### config.mk
export PLATFORM = sky130hd
export DESIGN_NAME = pipeline_debug_unit
export DESIGN_NICKNAME = d
export VERILOG_FILES = /design/src/rtl/pipeline_debug_unit.sv
export SDC_FILE = /design/constraint.sdc
export NUM_CORES = 1
export LEC_CHECK = 0
export CORE_AREA = 2 2 464 466
export CTS_CLUSTER_DIAMETER = 120
export CTS_CLUSTER_SIZE = 12
export DETAILED_ROUTE_END_ITERATION = 6
export DIE_AREA = 0 0 466 468
export PLACE_DENSITY = 0.36
export SLEW_MARGIN = 20
export SYNTH_ARGS = -nofsm -noshare
export SYNTH_HDL_FRONTEND = slang
export SYNTH_SLANG_ARGS = --single-unit
export TNS_END_PERCENT = 100
### constraint.sdc
create_clock -name clk -period 4.3 [get_ports clk]
set_input_delay 1.29 -clock clk [delete_from_list [all_inputs] [get_ports clk]]
set_output_delay 1.29 -clock clk [all_outputs]
set_load 0.01 [all_outputs]
### src/rtl/pipeline_debug_unit.sv
// Debug controller in front of the MIPS pipeline: gates pipe_clk_en for run/step and streams a PC/reg/mem snapshot frame.
// Bytes are held on tx_data until tx_ready; PIPELINE_DEBUG_CYCLE_COUNT_EN adds an enabled-cycle counter word to the frame.
`timescale 1ns/1ps

module pipeline_debug_unit #(
   parameter int unsigned MEM_WORDS  = 32,
   parameter logic [31:0] HALT_INSTR = 32'hFFFF_FFFF
) (
   input  logic          clk,
   input  logic          rst_n,
   input  logic          cmd_valid,
   input  logic [7:0]    cmd_data,
   input  logic [31:0]   instruction_if,
   input  logic [31:0]   pc_if,
   input  logic [1023:0] regs_flat,
   input  logic [31:0]   mem_rdata,
   output logic          pipe_clk_en,
   output logic          debug_mode,
   output logic [31:0]   debug_addr,
   output logic          tx_valid,
   output logic [7:0]    tx_data,
   input  logic          tx_ready,
   output logic          busy
);

   localparam logic [7:0] CMD_RUN  = 8'h63;
   localparam logic [7:0] CMD_STEP = 8'h73;
   localparam logic [7:0] CMD_DUMP = 8'h64;
   localparam logic [7:0] CMD_HALT = 8'h68;
   localparam logic [7:0] HDR_BYTE = 8'hA5;

`ifdef PIPELINE_DEBUG_CYCLE_COUNT_EN
   localparam int unsigned CNT_WORDS = 1;
`else
   localparam int unsigned CNT_WORDS = 0;
`endif
   localparam int unsigned REG_BASE = CNT_WORDS + 1;
   localparam int unsigned MEM_BASE = CNT_WORDS + 33;
   localparam int unsigned NW       = MEM_BASE + MEM_WORDS;
   localparam int          WW       = $clog2(NW);
   localparam logic [WW-1:0] LAST_IDX = WW'(NW - 1);

   typedef enum logic [2:0] {
      S_IDLE,
      S_RUN,
      S_STEP,
      S_LOAD,
      S_WAIT_MEM,
      S_SEND,
      S_DONE
   } state_t;

   state_t          state_q, state_d;
   logic            pipe_clk_en_q, pipe_clk_en_d;
   logic            debug_mode_q, debug_mode_d;
   logic [31:0]     debug_addr_q, debug_addr_d;
   logic            tx_valid_q, tx_valid_d;
   logic [31:0]     shift_q, shift_d;
   logic [1:0]      byte_cnt_q, byte_cnt_d;
   logic [WW-1:0]   word_idx_q, word_idx_d;
   logic            hdr_pend_q, hdr_pend_d;
   logic            busy_q, busy_d;

   logic [31:0]     word_sel;
   logic [31:0]     mem_addr;
   logic [4:0]      reg_idx;
   logic            is_mem;
   logic            stop_run;

`ifdef PIPELINE_DEBUG_CYCLE_COUNT_EN
   logic [31:0]     cyc_cnt_q, cyc_cnt_d;

   // Counts every edge on which the pipeline actually advances.
   always_comb begin
      cyc_cnt_d = cyc_cnt_q;
      if (pipe_clk_en_q) begin
         cyc_cnt_d = cyc_cnt_q + 32'd1;
      end
   end

   always_ff @(posedge clk or negedge rst_n) begin
      if (!rst_n) begin
         cyc_cnt_q <= '0;
      end else begin
         cyc_cnt_q <= cyc_cnt_d;
      end
   end
`endif

   always_comb begin
      reg_idx  = 5'(word_idx_q - WW'(REG_BASE));
      mem_addr = 32'(word_idx_q) - MEM_BASE;
      is_mem   = (word_idx_q >= WW'(MEM_BASE));
      word_sel = pc_if;
      if (word_idx_q >= WW'(REG_BASE) && !is_mem) begin
         word_sel = regs_flat[{reg_idx, 5'b00000} +: 32];
      end
`ifdef PIPELINE_DEBUG_CYCLE_COUNT_EN
      if (word_idx_q == '0) begin
         word_sel = cyc_cnt_q;
      end
`endif
   end

   assign stop_run = (instruction_if == HALT_INSTR) || (cmd_valid && (cmd_data == CMD_HALT));

   always_comb begin
      state_d       = state_q;
      pipe_clk_en_d = pipe_clk_en_q;
      debug_mode_d  = debug_mode_q;
      debug_addr_d  = debug_addr_q;
      tx_valid_d    = tx_valid_q;
      shift_d       = shift_q;
      byte_cnt_d    = byte_cnt_q;
      word_idx_d    = word_idx_q;
      hdr_pend_d    = hdr_pend_q;

      case (state_q)
         S_IDLE: begin
            if (cmd_valid) begin
               case (cmd_data)
                  CMD_RUN: begin
                     state_d       = S_RUN;
                     pipe_clk_en_d = 1'b1;
                  end
                  CMD_STEP: begin
                     state_d       = S_STEP;
                     pipe_clk_en_d = 1'b1;
                  end
                  CMD_DUMP: begin
                     state_d    = S_LOAD;
                     hdr_pend_d = 1'b1;
                     word_idx_d = '0;
                  end
                  default: ;
               endcase
            end
         end
         S_RUN: begin
            // The halting edge still advances the pipeline; the freeze starts right after it.
            if (stop_run) begin
               state_d       = S_LOAD;
               pipe_clk_en_d = 1'b0;
               hdr_pend_d    = 1'b1;
               word_idx_d    = '0;
            end
         end
         S_STEP: begin
            state_d       = S_LOAD;
            pipe_clk_en_d = 1'b0;
            hdr_pend_d    = 1'b1;
            word_idx_d    = '0;
         end
         S_LOAD: begin
            if (hdr_pend_q) begin
               // The header is a single byte: park it in the top lane and jump to the last byte slot.
               shift_d    = {HDR_BYTE, 24'h000000};
               byte_cnt_d = 2'd3;
               tx_valid_d = 1'b1;
               state_d    = S_SEND;
            end else if (is_mem) begin
               debug_mode_d = 1'b1;
               debug_addr_d = mem_addr;
               state_d      = S_WAIT_MEM;
            end else begin
               shift_d    = word_sel;
               byte_cnt_d = 2'd0;
               tx_valid_d = 1'b1;
               state_d    = S_SEND;
            end
         end
         S_WAIT_MEM: begin
            shift_d    = mem_rdata;
            byte_cnt_d = 2'd0;
            tx_valid_d = 1'b1;
            state_d    = S_SEND;
         end
         S_SEND: begin
            if (tx_ready) begin
               shift_d = {shift_q[23:0], 8'h00};
               if (byte_cnt_q == 2'd3) begin
                  tx_valid_d = 1'b0;
                  if (hdr_pend_q) begin
                     hdr_pend_d = 1'b0;
                     state_d    = S_LOAD;
                  end else if (word_idx_q == LAST_IDX) begin
                     state_d = S_DONE;
                  end else begin
                     word_idx_d = word_idx_q + 1'b1;
                     state_d    = S_LOAD;
                  end
               end else begin
                  byte_cnt_d = byte_cnt_q + 2'd1;
               end
            end
         end
         S_DONE: begin
            state_d      = S_IDLE;
            debug_mode_d = 1'b0;
            word_idx_d   = '0;
         end
         default: begin
            state_d = S_IDLE;
         end
      endcase

      busy_d = (state_d != S_IDLE);
   end

   always_ff @(posedge clk or negedge rst_n) begin
      if (!rst_n) begin
         state_q       <= S_IDLE;
         pipe_clk_en_q <= 1'b0;
         debug_mode_q  <= 1'b0;
         debug_addr_q  <= '0;
         tx_valid_q    <= 1'b0;
         shift_q       <= '0;
         byte_cnt_q    <= '0;
         word_idx_q    <= '0;
         hdr_pend_q    <= 1'b0;
         busy_q        <= 1'b0;
      end else begin
         state_q       <= state_d;
         pipe_clk_en_q <= pipe_clk_en_d;
         debug_mode_q  <= debug_mode_d;
         debug_addr_q  <= debug_addr_d;
         tx_valid_q    <= tx_valid_d;
         shift_q       <= shift_d;
         byte_cnt_q    <= byte_cnt_d;
         word_idx_q    <= word_idx_d;
         hdr_pend_q    <= hdr_pend_d;
         busy_q        <= busy_d;
      end
   end

   assign pipe_clk_en = pipe_clk_en_q;
   assign debug_mode  = debug_mode_q;
   assign debug_addr  = debug_addr_q;
   assign tx_valid    = tx_valid_q;
   assign tx_data     = shift_q[31:24];
   assign busy        = busy_q;

endmodule

==> results.json <==
{
  "cts.sinks": 57,
  "yosys-top-cells-area": "mux4_2, dfrtp_1, nor2_1",
  "synth_seq_cells": 57,
  "min_period_ns": 3.83,
  "grt_use_total_pct": 15.2,
  "die_area_um2": 218000,
  "run_status": "completed",
  "dr.first_iter.drc_count": 1080,
  "via_per_inst": 3.22,
  "p_leak_nw": 8.95,
  "route.detailed.drc": 0,
  "clkPwrFrac_pct": 5.5,
  "wl_um": 172000,
  "dp_slack_ns": -0.00134,
  "rsz0062_at_grt": "no",
  "cts.htree.levels": 3,
  "power.switching_mw": 8.59,
  "fin_crit_sh_pct": 89.1,
  "crit_chain": "inv_2 > ha_4 > or4b_4 > o21ai_2 > and2_1 > nor2_2 > buf_4 > a221oi_1 > o22ai_1",
  "clk_latency_ns": 0.41,
  "chipHeight_um": 468,
  "die-width_um": 466,
  "crit_path_max_incr_delay_ns": 0.87,
  "fmaxAchievable_mhz": 261,
  "gr-total-overflow": 0,
  "grt_pass1_vias": 17399,
  "synth.most_common_cell": "mux4_2",
  "crit_required_ns": 4.55,
  "slew_headroom_pct": 22.3,
  "yosysSeqAreaShare_pct": 12.1,
  "antenna_found_initial": 179,
  "clk_pin_slew_worst_paths_ns": 0.10,
  "hold_path_class": "register to register",
  "arrival_ns": 4.08,
  "vias": 16601,
  "p_sw_share_pct": 54.5,
  "vdd_drop_max_uv": 593,
  "fill_cells": 24298,
  "num_rows": 170,
  "io_pins": 1176,
  "ys.flop_type": "dfrtp_1",
  "tightestPinTransition_ns": 1.17,
  "tns_ns": 0,
  "drive_gt1_share_pct": 18.9,
  "area_delta_synth_final_pct": 135,
  "finalHoldViolations": 0,
  "power_frac_comb_pct": 87.9,
  "p_int_mw": 7.18,
  "first_pass_iters": 5,
  "synth_area_um2": 11800,
  "start_kind": "register",
  "clk_path_buf_depth": 2,
  "synth_edf_count": 0,
  "grt_max_degree": 66,
  "yosysTopAreaCell": "mux4_2",
  "synthCells": 1151,
  "fin_skew_ns": 0.0327,
  "post-cts-setup-buffers": 0,
  "dp_hpwl_um": 157000,
  "detail_route.wl_per_cell_um": 33.4,
  "synth.top_cell.area_share_pct": 48.2,
  "synthArstFlopShare_pct": 100,
  "finalSetupViolCount": 0,
  "grt_pass1_wl_um": 208000,
  "postSynthAreaPerCell_um2": 10.3,
  "cts_resized": 0,
  "seqPwrFrac_pct": 6.7,
  "fin_nets": 3419,
  "synth_common_cells": "mux4_2, nor2_1, nand2_1",
  "crit_path_max_fanout": 12,
  "cap_violations": 0,
  "cp-end-kind": "register",
  "ys_warn_count": 0,
  "start_util_pct": 5.54,
  "slowest_stage": "a221oi_1",
  "root_buffer": "clkbuf_16",
  "final_max_slew_viol_count": 0,
  "tritoncts": "yes",
  "cts_hold_buf": 0,
  "layout_setup_ws_ns": 0.469,
  "path_class": "register to register",
  "p_per_area_nw_per_um2": 567,
  "place.gp.congestion": 0.882,
  "synth.distinct_cells": 54,
  "hold_slack_ns": 0.480,
  "drtAntennaViolNets": 0,
  "cts_buffers": 9,
  "core_area_um2": 213000,
  "io_buffers": 1175,
  "syn-num-nets": 2287
}
-- kinds of logic after synthesis --
logic type / after synthesis / share of synthesized area, %
buffers and inverters: 164 / 7.30
AO/OA/AOI/OAI: 198 / 10.5
flip-flops: 57 / 12.1
adder cells (fa/ha/maj): 4 / 0.424
XOR/XNOR: 6 / 0.508
AND/OR/NAND/NOR: 412 / 15.5
multiplexers: 310 / 53.7
-- cells in the final DEF (no fill, tap or decap), types with 12 or more instances in the layout --
cell | synthesis | routed
diode_2 | 0 | 36
mux2_2 | 23 | 23
o22ai_1 | 35 | 34
nor3_1 | 55 | 50
nor2_1 | 151 | 150
a221oi_1 | 20 | 20
clkdlybuf4s50_1 | 0 | 1174
mux4_2 | 253 | 253
mux2i_1 | 31 | 31
dfrtp_1 | 57 | 56
nor4_1 | 32 | 22
a21oi_1 | 60 | 51
a31oi_1 | 13 | 12
o21ai_0 | 32 | 32
buf_4 | 41 | 89
nand2_1 | 128 | 128
-- per-stage QoR --
stage / instances / power [mW] / cell area, µm² / utilization [%]
floorplan: 1151 / 7.76 / 11800 / -
global placement: 5106 / 15.6 / 27300 / 12.8
detailed placement: 5110 / 15.6 / 27400 / 12.8
CTS: 5126 / 16.6 / 27700 / 13.0
global route: 5137 / 17.0 / 27700 / 13.0
finish: 5162 / 15.8 / 27800 / 13.0
-- final timing paths --
check,start,to,slack (ns),depth (start not counted)
max in group asynchronous,rst_n,debug_addr[6]$_DFFE_PN0P_,2.50,2
min in group asynchronous,rst_n,busy$_DFF_PN0_,1.03,1
max reg2reg,word_idx_q[0]$_DFFE_PN0P_,shift_q[27]$_DFFE_PN0P_,0.47,9
max,word_idx_q[0]$_DFFE_PN0P_,shift_q[27]$_DFFE_PN0P_,0.47,9
min,debug_addr[1]$_DFFE_PN0P_,debug_addr[1]$_DFFE_PN0P_,0.48,2
min reg2reg,debug_addr[1]$_DFFE_PN0P_,debug_addr[1]$_DFFE_PN0P_,0.48,2
-- state kept, by name, summed over array words and instances, names as in the netlist --
name and count:
shift_q 32, hdr_pend_q 1, state_q 3, word_idx_q 7, busy 1, byte_cnt_q 2, pipe_clk_en 1, tx_valid 1
debug_addr 8, debug_mode 1
-- layer usage --
metal  track usage (%)  vias to the layer above  share of wire [%]
met2              26.3                     1118                 49
met3              5.94                      239                 10
met1              17.8                     8190                 39
met5                 0                        -               0.38
met4              2.35                      104                1.3
li1                  -                     6950                  -
-- power by group through the flow --
stage,Combinational [mW],Sequential [mW],Clock [mW]
after floorplan,6.86,0.898,0
after global placement,14.6,1.07,0
after detailed placement,14.6,1.07,0
after CTS,14.6,1.06,0.922
after global routing,15.0,1.08,0.920
final,13.9,1.05,0.861
-- area by class of cell --
class	count	area [µm²]	share of cell area (%)
tap	2838	3550	12.8
sequential	57	1430	5.14
multi-input combinational	930	9720	35.0
inverter	9	33.8	0.122
antenna	36	90.1	0.324
clock buffer	9	225	0.810
timing repair buffer	1276	12700	45.6
clock inverter	7	77.6	0.279
-- worst max-delay path: cells and delay by family (launching register included) --
| kind | cells | cell delay, ns |
|---|---|---|
| AOI/OAI and AO/OA | 3 | 1.25 |
| adders and majority gates | 1 | 0.22 |
| buffers and inverters | 2 | 0.37 |
| DFF | 1 | 0.55 |
| and+or+nand+nor | 3 | 1.27 |
(Power assumes the default switching activity.)
